## config.mk

```make
export PLATFORM = sky130hd
export DESIGN_NAME = branch_resolver
export DESIGN_NICKNAME = d
export VERILOG_FILES = /design/src/rtl/branch_resolver_pkg.sv /design/src/rtl/branch_cond_mux.sv /design/src/rtl/branch_resolver.sv
export SDC_FILE = /design/constraint.sdc
export NUM_CORES = 1
export LEC_CHECK = 0
export ABC_AREA = 1
export CAP_MARGIN = 40
export CELL_PAD_IN_SITES_DETAIL_PLACEMENT = 0
export CELL_PAD_IN_SITES_GLOBAL_PLACEMENT = 1
export CORE_MARGIN = 2
export CORE_UTILIZATION = 40
export DETAILED_ROUTE_END_ITERATION = 8
export PLACE_DENSITY_LB_ADDON = 0.1
export RECOVER_POWER = 50
export SLEW_MARGIN = 20
export SYNTH_ARGS = -nofsm -noshare
export SYNTH_HDL_FRONTEND = slang
export SYNTH_HIERARCHICAL = 1
export SYNTH_SLANG_ARGS = --single-unit
```

## constraint.sdc

```tcl
create_clock -name clk -period 4.85 [get_ports clk]
set_input_delay 0.7275 -clock clk [delete_from_list [all_inputs] [get_ports clk]]
set_output_delay 0.7275 -clock clk [all_outputs]
set_load 0.02 [all_outputs]
```

## src/rtl/branch_resolver_pkg.sv

```systemverilog
// Shared definitions for the branch resolver: condition-flag indices into the
// CMP flag register and the condition-select result type.
package branch_resolver_pkg;

   localparam int COND_W   = 4;
   localparam int NUM_COND = 12;

   // Bit positions of each flag in the CMP result register.
   localparam logic [COND_W-1:0] COND_GT     = 4'd0;
   localparam logic [COND_W-1:0] COND_LE     = 4'd1;
   localparam logic [COND_W-1:0] COND_GE     = 4'd2;
   localparam logic [COND_W-1:0] COND_LT     = 4'd3;
   localparam logic [COND_W-1:0] COND_GTU    = 4'd4;
   localparam logic [COND_W-1:0] COND_LEU    = 4'd5;
   localparam logic [COND_W-1:0] COND_GEU    = 4'd6;
   localparam logic [COND_W-1:0] COND_LTU    = 4'd7;
   localparam logic [COND_W-1:0] COND_NE     = 4'd8;
   localparam logic [COND_W-1:0] COND_EQ     = 4'd9;
   localparam logic [COND_W-1:0] COND_NEVER  = 4'd10;
   localparam logic [COND_W-1:0] COND_ALWAYS = 4'd11;
   localparam logic [COND_W-1:0] COND_MAX    = 4'd11;

   typedef struct packed {
      logic taken;
      logic illegal;
   } cond_sel_t;

endpackage

```

## src/rtl/branch_cond_mux.sv

```systemverilog
// Combinational 12:1 select of the CMP flag register by condition index.
// never/always are forced regardless of the flag register contents.
module branch_cond_mux
   import branch_resolver_pkg::*;
(
   input  logic [NUM_COND-1:0] comp_reg,
   input  logic [COND_W-1:0]   sel,
   output logic                bit_out,
   output logic                illegal
);

   cond_sel_t res;

   always_comb begin
      res = '0;
      case (sel)
         COND_GT:     res.taken = comp_reg[COND_GT];
         COND_LE:     res.taken = comp_reg[COND_LE];
         COND_GE:     res.taken = comp_reg[COND_GE];
         COND_LT:     res.taken = comp_reg[COND_LT];
         COND_GTU:    res.taken = comp_reg[COND_GTU];
         COND_LEU:    res.taken = comp_reg[COND_LEU];
         COND_GEU:    res.taken = comp_reg[COND_GEU];
         COND_LTU:    res.taken = comp_reg[COND_LTU];
         COND_NE:     res.taken = comp_reg[COND_NE];
         COND_EQ:     res.taken = comp_reg[COND_EQ];
         COND_NEVER:  res.taken = 1'b0;
         COND_ALWAYS: res.taken = 1'b1;
         default:     res.illegal = (sel > COND_MAX);
      endcase
   end

   assign bit_out = res.taken;
   assign illegal = res.illegal;

endmodule

```

## src/rtl/branch_resolver.sv

```systemverilog
// Branch resolver: waits out in-flight CMPs, resolves one branch at a time and
// flushes fetch after taken branches. Define BRANCH_STATS_EN for taken/total counters.
module branch_resolver
   import branch_resolver_pkg::*;
#(
   parameter int ADDR_W       = 16,
   parameter int FLUSH_CYCLES = 2
`ifdef BRANCH_STATS_EN
   ,parameter int STAT_W      = 16
`endif
) (
   input  logic                clk,
   input  logic                reset,
   input  logic [NUM_COND-1:0] i_comp_reg,
   input  logic                i_cmp_pending,
   input  logic                i_br_valid,
   input  logic [COND_W-1:0]   i_br_cond,
   input  logic [ADDR_W-1:0]   i_br_target,
   input  logic [ADDR_W-1:0]   i_br_pc,
   output logic                o_br_ready,
   output logic                o_resolve_valid,
   output logic                o_br_taken,
   output logic [ADDR_W-1:0]   o_redirect_pc,
   output logic                o_flush,
   output logic                o_illegal_cond
`ifdef BRANCH_STATS_EN
   ,output logic [STAT_W-1:0]  o_taken_cnt,
   output logic [STAT_W-1:0]   o_total_cnt
`endif
);

   localparam logic [2:0] ST_IDLE  = 3'd0;
   localparam logic [2:0] ST_WAIT  = 3'd1;
   localparam logic [2:0] ST_EVAL  = 3'd2;
   localparam logic [2:0] ST_RESP  = 3'd3;
   localparam logic [2:0] ST_FLUSH = 3'd4;

   localparam int                FCNT_W     = (FLUSH_CYCLES > 1) ? $clog2(FLUSH_CYCLES) : 1;
   localparam logic [FCNT_W-1:0] FLUSH_LOAD = FCNT_W'(FLUSH_CYCLES - 1);

   logic [2:0]        state;
   logic [COND_W-1:0] cond_q;
   logic [ADDR_W-1:0] target_q;
   logic [ADDR_W-1:0] pc_q;
   logic [FCNT_W-1:0] flush_cnt;
   logic              sel_bit;
   logic              sel_illegal;

   branch_cond_mux u_cond_mux (
      .comp_reg (i_comp_reg),
      .sel      (cond_q),
      .bit_out  (sel_bit),
      .illegal  (sel_illegal)
   );

   // Held low during reset even though the state register already reads IDLE.
   assign o_br_ready = (state == ST_IDLE) && !reset;

   always_ff @(posedge clk or posedge reset) begin
      if (reset) begin
         state           <= ST_IDLE;
         cond_q          <= '0;
         target_q        <= '0;
         pc_q            <= '0;
         flush_cnt       <= '0;
         o_resolve_valid <= 1'b0;
         o_br_taken      <= 1'b0;
         o_redirect_pc   <= '0;
         o_flush         <= 1'b0;
         o_illegal_cond  <= 1'b0;
      end else begin
         o_resolve_valid <= 1'b0;
         o_illegal_cond  <= 1'b0;
         case (state)
            ST_IDLE: begin
               if (i_br_valid) begin
                  cond_q   <= i_br_cond;
                  target_q <= i_br_target;
                  pc_q     <= i_br_pc;
                  state    <= i_cmp_pending ? ST_WAIT : ST_EVAL;
               end
            end
            ST_WAIT: begin
               if (!i_cmp_pending) state <= ST_EVAL;
            end
            // Only state that looks at the flag register.
            ST_EVAL: begin
               o_resolve_valid <= 1'b1;
               o_br_taken      <= sel_bit;
               o_illegal_cond  <= sel_illegal;
               o_redirect_pc   <= sel_bit ? target_q : pc_q + ADDR_W'(1);
               state           <= ST_RESP;
            end
            ST_RESP: begin
               if (o_br_taken) begin
                  o_flush   <= 1'b1;
                  flush_cnt <= FLUSH_LOAD;
                  state     <= ST_FLUSH;
               end else begin
                  state <= ST_IDLE;
               end
            end
            ST_FLUSH: begin
               if (flush_cnt == '0) begin
                  o_flush <= 1'b0;
                  state   <= ST_IDLE;
               end else begin
                  flush_cnt <= flush_cnt - 1'b1;
               end
            end
            default: state <= ST_IDLE;
         endcase
      end
   end

`ifdef BRANCH_STATS_EN
   // Counted in RESP, where o_br_taken holds the result of this branch.
   always_ff @(posedge clk or posedge reset) begin
      if (reset) begin
         o_taken_cnt <= '0;
         o_total_cnt <= '0;
      end else if (state == ST_RESP) begin
         if (!(&o_total_cnt))              o_total_cnt <= o_total_cnt + 1'b1;
         if (o_br_taken && !(&o_taken_cnt)) o_taken_cnt <= o_taken_cnt + 1'b1;
      end
   end
`endif

endmodule

```

== Word-level counts from Yosys, hierarchy flattened ==
Cells that the tools add are included.
Cells by class
  add/subtract/negate cells: 2
  magnitude comparators: 1
  equality and inequality tests: 19
  mux-type cells: 16
  reductions and logical operators: 10
Operators with widths (number)
  $add 16x1->16 const B: 1
  $eq 4x3->1 const B: 4
  $eq 4x4->1 const B: 4
  $mux 16: 1
  $pmux 3 s5: 1
  $mux 3: 4
  $reduce_or 12->1: 1
  $pmux 1 s11: 1
  $eq 4x2->1 const B: 2
  $ne 2x2->1 const B: 4
  $eq 3x2->1 const B: 2
  $mux 1: 6
  $reduce_and 3->1: 2
  $eq 4x1->1 const B: 1
  $gt 4x4->1 const B: 1
  $logic_not 4->1: 1
  $pmux 1 s2: 2
  $reduce_and 2->1: 2
  $eq 3x1->1 const B: 1
  $eq 3x3->1 const B: 1
  $logic_not 3->1: 1
  $mux 2: 1
  $reduce_bool 2->1: 1
  $logic_and 1x1->1: 1
  2 further kinds: 2
Word-level totals
  bits in registers: 60
  output and inout port bits: 21

== Logic depth before layout (Yosys ltp) ==
  depth in word-level cells: 4
  gate-level depth with buffers: 12
  mapped depth without buffers: 11

== Modules after synthesis ==
The synthesis kept the hierarchy.
By module, submodules not included
  branch_resolver: times used 1, cells each 302, area an instance 2865.2 um^2
  branch_cond_mux: times used 1, cells each 30, area an instance 125.1 um^2

== Least setup slack after synthesis ==
OpenSTA, ideal clock, no wires.
  path type: in2out
  from: input port reset
  to: output port o_br_ready
  arrival time: 1020 ps
  data required time: 4123 ps
  slack: 3102 ps
  stages: 1
  cells stage by stage: nor2_1
Between the ends
  cells in the longest elaborated chain, start to end: 2
RTL lines
  from (decl): line branch_resolver.sv:13  | input logic reset,
  $logic_not 1->1 (no line)
  $logic_and 1x1->1: line branch_resolver.sv:57  | assign o_br_ready = (state == ST_IDLE) && !reset;
  to (decl): line branch_resolver.sv:20  | output logic o_br_ready,
Every way passes these cells.

==> impl_metrics.py <==
metrics = {
    "worst_setup_path": {
        "arrival_ps": 3390,
        "reg2regPathDepth": 9,
        "end_kind": "asynchronous set/reset pin",
        "path_max_fanout": 31,
        "crit_start": "reset",
        "cp.required_ps": 5010,
        "cp-start-kind": "primary input",
        "crit-reg2reg-capture": "o_redirect_pc[13]",
        "endpoint": "o_br_taken",
        "r2r_setup_slack_ps": 2290,
        "critPathKind": "primary input to asynchronous set/reset pin",
        "reg2reg_from": "cond_q[1]",
    },
    "power": {
        "p_leak_nw": 1.94,
        "powerDensity_nw_per_um2": 695,
        "ir_drop_mv": 0.228,
    },
    "sta": {
        "fin_tns_setup_ps": 0,
        "finalMaxSlewViolations": 31,
        "finalHoldViolCount": 0,
        "finalHoldWorstSlack_ps": 483,
        "fin_ws_ps": 1620,
        "tightest_slew_ps": 1600,
        "max_freq_mhz": 310,
        "setup_viol": 0,
        "slew-limit-headroom_pct": -6.87,
        "fin_skew_ps": 7.85,
        "period_needed_ps": 3230,
        "fin_crit_sh_pct": 66.5,
        "rsz0062_at_grt": "no",
    },
    "synth": {
        "yosysSeqAreaShare_pct": 50.2,
        "syn_inst": 332,
        "netlist_area_sq_um": 2990,
        "synth_area_leaders": "dfrtp_1 50%, mux2_4 12%, nand2_1 9.2%",
        "yosys.area.top_type": "dfrtp_1",
        "syn-mean-instance-area_sq_um": 9.01,
        "ys_types": 26,
        "syn-num-nets": 385,
        "ys_ff_latch": 60,
        "yosys.area.top_type_share_pct": 50.2,
        "ys_warn_count": 6,
    },
    "clock_network": {
        "cts_tree": "yes",
        "hold_buffers": 0,
        "cts_root_buffer": "clkbuf_8",
        "cts_buffers": 9,
        "clkTransAtPathRegs_ps": 70,
        "cts_setup_buffers": 0,
        "cts-resized-gates": 0,
        "h-tree-depth": 3,
        "cts.sinks": 60,
        "clk_path_buf_depth": 2,
        "clock_latency_ps": 340,
    },
    "cells_and_area": {
        "area_delta_synth_final_pct": 32.8,
        "drive_above_1_share_pct": 10.8,
        "final_common_cell": "nand2_1",
        "antenna_cells": 0,
        "final_cell_mix": "74 x nand2_1, 65 x clkdlybuf4s50_1, 60 x dfrtp_1, 49 x nor2_1, 30 x inv_1",
        "nets": 457,
        "fill_cells": 703,
    },
    "drt": {
        "vias_per_cell": 4.78,
        "wl_um": 6790,
        "drc": 0,
        "routedWlPerCell_um": 13.4,
        "antenna_left": 0,
        "dr.pass1.iters": 4,
        "via_count": 2426,
        "drt_iter0_drc": 114,
    },
    "grt": {
        "grt_pass1_vias": 2317,
        "antenna_found_initial": 0,
        "grtUsageTotal_pct": 17.5,
        "gr-total-overflow": 0,
        "grt_pass1_wl_um": 11300,
        "grt_max_degree": 50,
    },
    "placed_design": {
        "gp_congestion": 0.771,
        "dp_hpwl_um": 4690,
        "pre_cts_ws_ps": 1690,
        "io_buffers": 70,
    },
    "hold_path": {
        "hold_class": "flop to flop",
        "min-delay-start": "o_redirect_pc[0]",
    },
    "run_status": {
        "outcome": "complete, but fails checks",
        "violations": "capacitance limit, slew limit",
    },
    "floorplanning": {
        "core_area_sq_um": 7250,
        "pin_count": 73,
        "fp.dieArea_sq_um": 8180,
        "die_h_um": 90.5,
        "rows": 31,
        "initial_core_util_pct": 41.2,
        "die_w_um": 90.5,
    },
    "job": {
        "drv_cap": 1,
    },
}
[layer usage]
layer / global-route usage, % / part of all wire [%] / up-vias
met5: 0 / 0 / -
met4: 6.92 / 1.6 / 0
met3: 4.84 / 4.1 / 10
met2: 27.3 / 45 / 50
met1: 23.2 / 50 / 1141
li1: - / - / 1225
[per-stage QoR]
step	instance area (sq um)	utilization, %	total power, mW	cells
finish	3970	54.8	2.76	508
global placement	3750	51.7	2.25	492
floorplan	2990	-	1.86	332
CTS	3990	54.9	2.80	508
global route	3970	54.8	2.97	508
detailed placement	3750	51.7	2.27	492
[synth_stat cells]
master and n:
dfrtp_1 60, nand3_1 26, xor2_1 2, clkbuf_1 2
nor2_4 1, buf_6 4, a22oi_1 1, mux2_4 23
nand3_4 1, inv_1 29, nor2_2 3, nor2_1 48
xnor2_1 2, a31oi_1 1, o211ai_1 1, nor3_1 1
nand2_1 73, nand4_1 5, inv_2 1, nand2_2 1
o21ai_0 10, o21ai_1 3, a21oi_1 28, ha_1 1
buf_2 4, nand3_2 1
[worst min path at each step]
stage | endpoint | slack (ps) | cells past startpoint
floorplan | state[2] | 460 | 2
global placement | o_redirect_pc[0] | 470 | 2
detailed placement | o_redirect_pc[0] | 470 | 2
CTS | o_redirect_pc[0] | 490 | 2
global route | o_redirect_pc[9] | 510 | 2
finish | o_redirect_pc[0] | 480 | 2
[layout make-up]
cell class,instances,area [sq um],area share [%]
repair buffers,71,704,17.7
multi-input cells,232,1290,32.6
well taps,99,124,3.12
flip-flops and latches,60,1500,37.8
clock buffers,11,151,3.81
clock inverters,5,83.8,2.11
inverters,30,113,2.84
[power breakdown]
part | total (mW) | internal, mW | leakage, nW | switching (mW)
clock | 0.523 | 0.318 | 0.112 | 0.205
combinational | 1.29 | 0.584 | 1.13 | 0.707
sequential | 0.947 | 0.751 | 0.697 | 0.195
[flip-flops by register name, indices dropped and copies added (netlist names)]
| name | count |
|---|---|
| o_redirect_pc | 16 |
| pc_q | 16 |
| target_q | 16 |
| cond_q | 4 |
| state | 3 |
| flush_cnt | 1 |
| o_br_taken | 1 |
| o_flush | 1 |
| o_illegal_cond | 1 |
| o_resolve_valid | 1 |
[critical path: stages]
cell           delay [ps]
dlygate4sd3_1         550
inv_1                 860
clkbuf_1             1240
[cells by family after synthesis]
group | Yosys count | synth area share (%)
xor gates and xnor gates | 4 | 1.17
adders and majority gates | 1 | 0.418
and+or+nand+nor | 160 | 22.9
DFF | 60 | 50.2
AOI/OAI and AO/OA | 44 | 7.57
buffers and inverters | 40 | 6.19
muxes | 23 | 11.5
Power figures use the tool's default switching activity.
==> edit, RTL diff (same settings) <==
Change the parameter `ADDR_W` from 16 to 15.
--- a/src/rtl/branch_resolver.sv
+++ b/src/rtl/branch_resolver.sv
@@ -5,3 +5,3 @@
 #(
-   parameter int ADDR_W       = 16,
+   parameter int ADDR_W       = 15,
    parameter int FLUSH_CYCLES = 2
Ports: changed (resized i_br_pc, i_br_target and o_redirect_pc); port bits go from 73 to 70. The function was not compared with the original's and may differ.
==> edit against the original RTL <==
- area after synthesis down 1.8%
- register-to-register slack improved by 0.16 ns
- power decreased by 6.2%
- routed wire length decreased by 3.9%
- design area fell by 3.7%
- sequential cell count is 3 lower
- sequential share of layout area decreased by 0.49 points
- worst setup slack better by 0.51 ns
- cell count decreased by 2.4%
==> edit: results (changes against the original RTL) <==
stage,metric,value,unit,change
critical_path,r2r_start,cond_q[0]$_DFFE_PP0P_,,
grt,grt_pass1_wl,10600,um,-5.8%
critical_path,rr_worst_depth,10,,+1
detailed_routing,wl_met2,3050,um,+0.76%
grt,first_global_vias,2194,,-5.3%
detailed_routing,met1Wirelength,3060,um,-9.3%
detailed_routing,wl_met3,358,um,+28%
detailed_routing,avgRoutedWirePerCell,13.2,um,-1.6%
layout,reg_top3,"o_redirect_pc (15), pc_q (15), target_q (15)",,
synth,yosys.area_share.xor_xnor,0,%,-1.2 points
synth,synth_mux_area_share,10.2,%,-1.3 points
synth,synthAdderAreaFrac,0.426,%,+0.0077 points
critical_path,cp-endpoint,o_br_ready,,
grt,grt_usage,17.5,%,about the same
outcome,outcome,"finished, final reports clean",,
placed_design,routabilityCongestion,0.781,,+1.3%
synth,synth_compound_area_share,9.84,%,+2.3 points
placed_design,port_buffers,67,,-4.3%
synth,synth_commonest_cells,"nand2_1, dfrtp_1, nor2_1, inv_1, nand3_1",,
critical_path,worstPathArrival,1.99,ns,-1.40 ns
power,pwr-share-clk,15.9,%,-3.0 points
critical_path,rrSetupSlack,2.45,ns,+0.16 ns
grt,met3_usage,6.22,%,+1.4 points
sta,finClkSkew,0.00906,ns,+0.00121 ns
placed_design,placed_area,3660,um^2,-2.3%
placed_design,dp_slack,1.76,ns,+0.0735 ns
power,irDropWorstVdd,0.264,mV,+16%
power,powerDensity,678,nW/um^2,-2.5%
run,drv_cap,0,,-1
min_path,hold_end,o_redirect_pc[13]$_DFFE_PP0N_,,
grt,grt_max_degree,54,,+8.0%
critical_path,max_stage_delay,0.61,ns,-0.63 ns
critical_path,r2r-end,o_redirect_pc[2]$_DFFE_PP0N_,,
critical_path,cp_max_fo,2,,-94%
[edit: changes by cell type in the layout (fill, tap and decap cells not counted), moves of 3 or more]
cell           change
nand2_1            -7
dfrtp_1            -3
a21oi_2           +14
nor2_1             -7
a21oi_1           -13
dlygate4sd3_1      -4
mux2_4             -5
nand3_1            +4
nor2_2             +7
[edit: metrics by stage]
step	util (%)	std cells
finish	53.3	496
floorplan	-	322
detailed placement	51.1	480
global route	53.3	496
global placement	50.8	479
CTS	53.7	496
[edit: kinds of logic after synthesis]
family / after synthesis
buf+inv: 41
flops: 57
fa+ha+maj: 1
simple gates: 158
mux: 20
compound gates: 45
[edit: layout make-up]
| type | count | area share [%] |
|---|---|---|
| clock buffers | 10 | 3.60 |
| well taps | 99 | 3.24 |
| multi-input cells | 224 | 33.2 |
| inverters | 31 | 3.04 |
| flip-flops and latches | 57 | 37.3 |
| repair buffers | 69 | 18.3 |
| clock inverters | 6 | 1.31 |
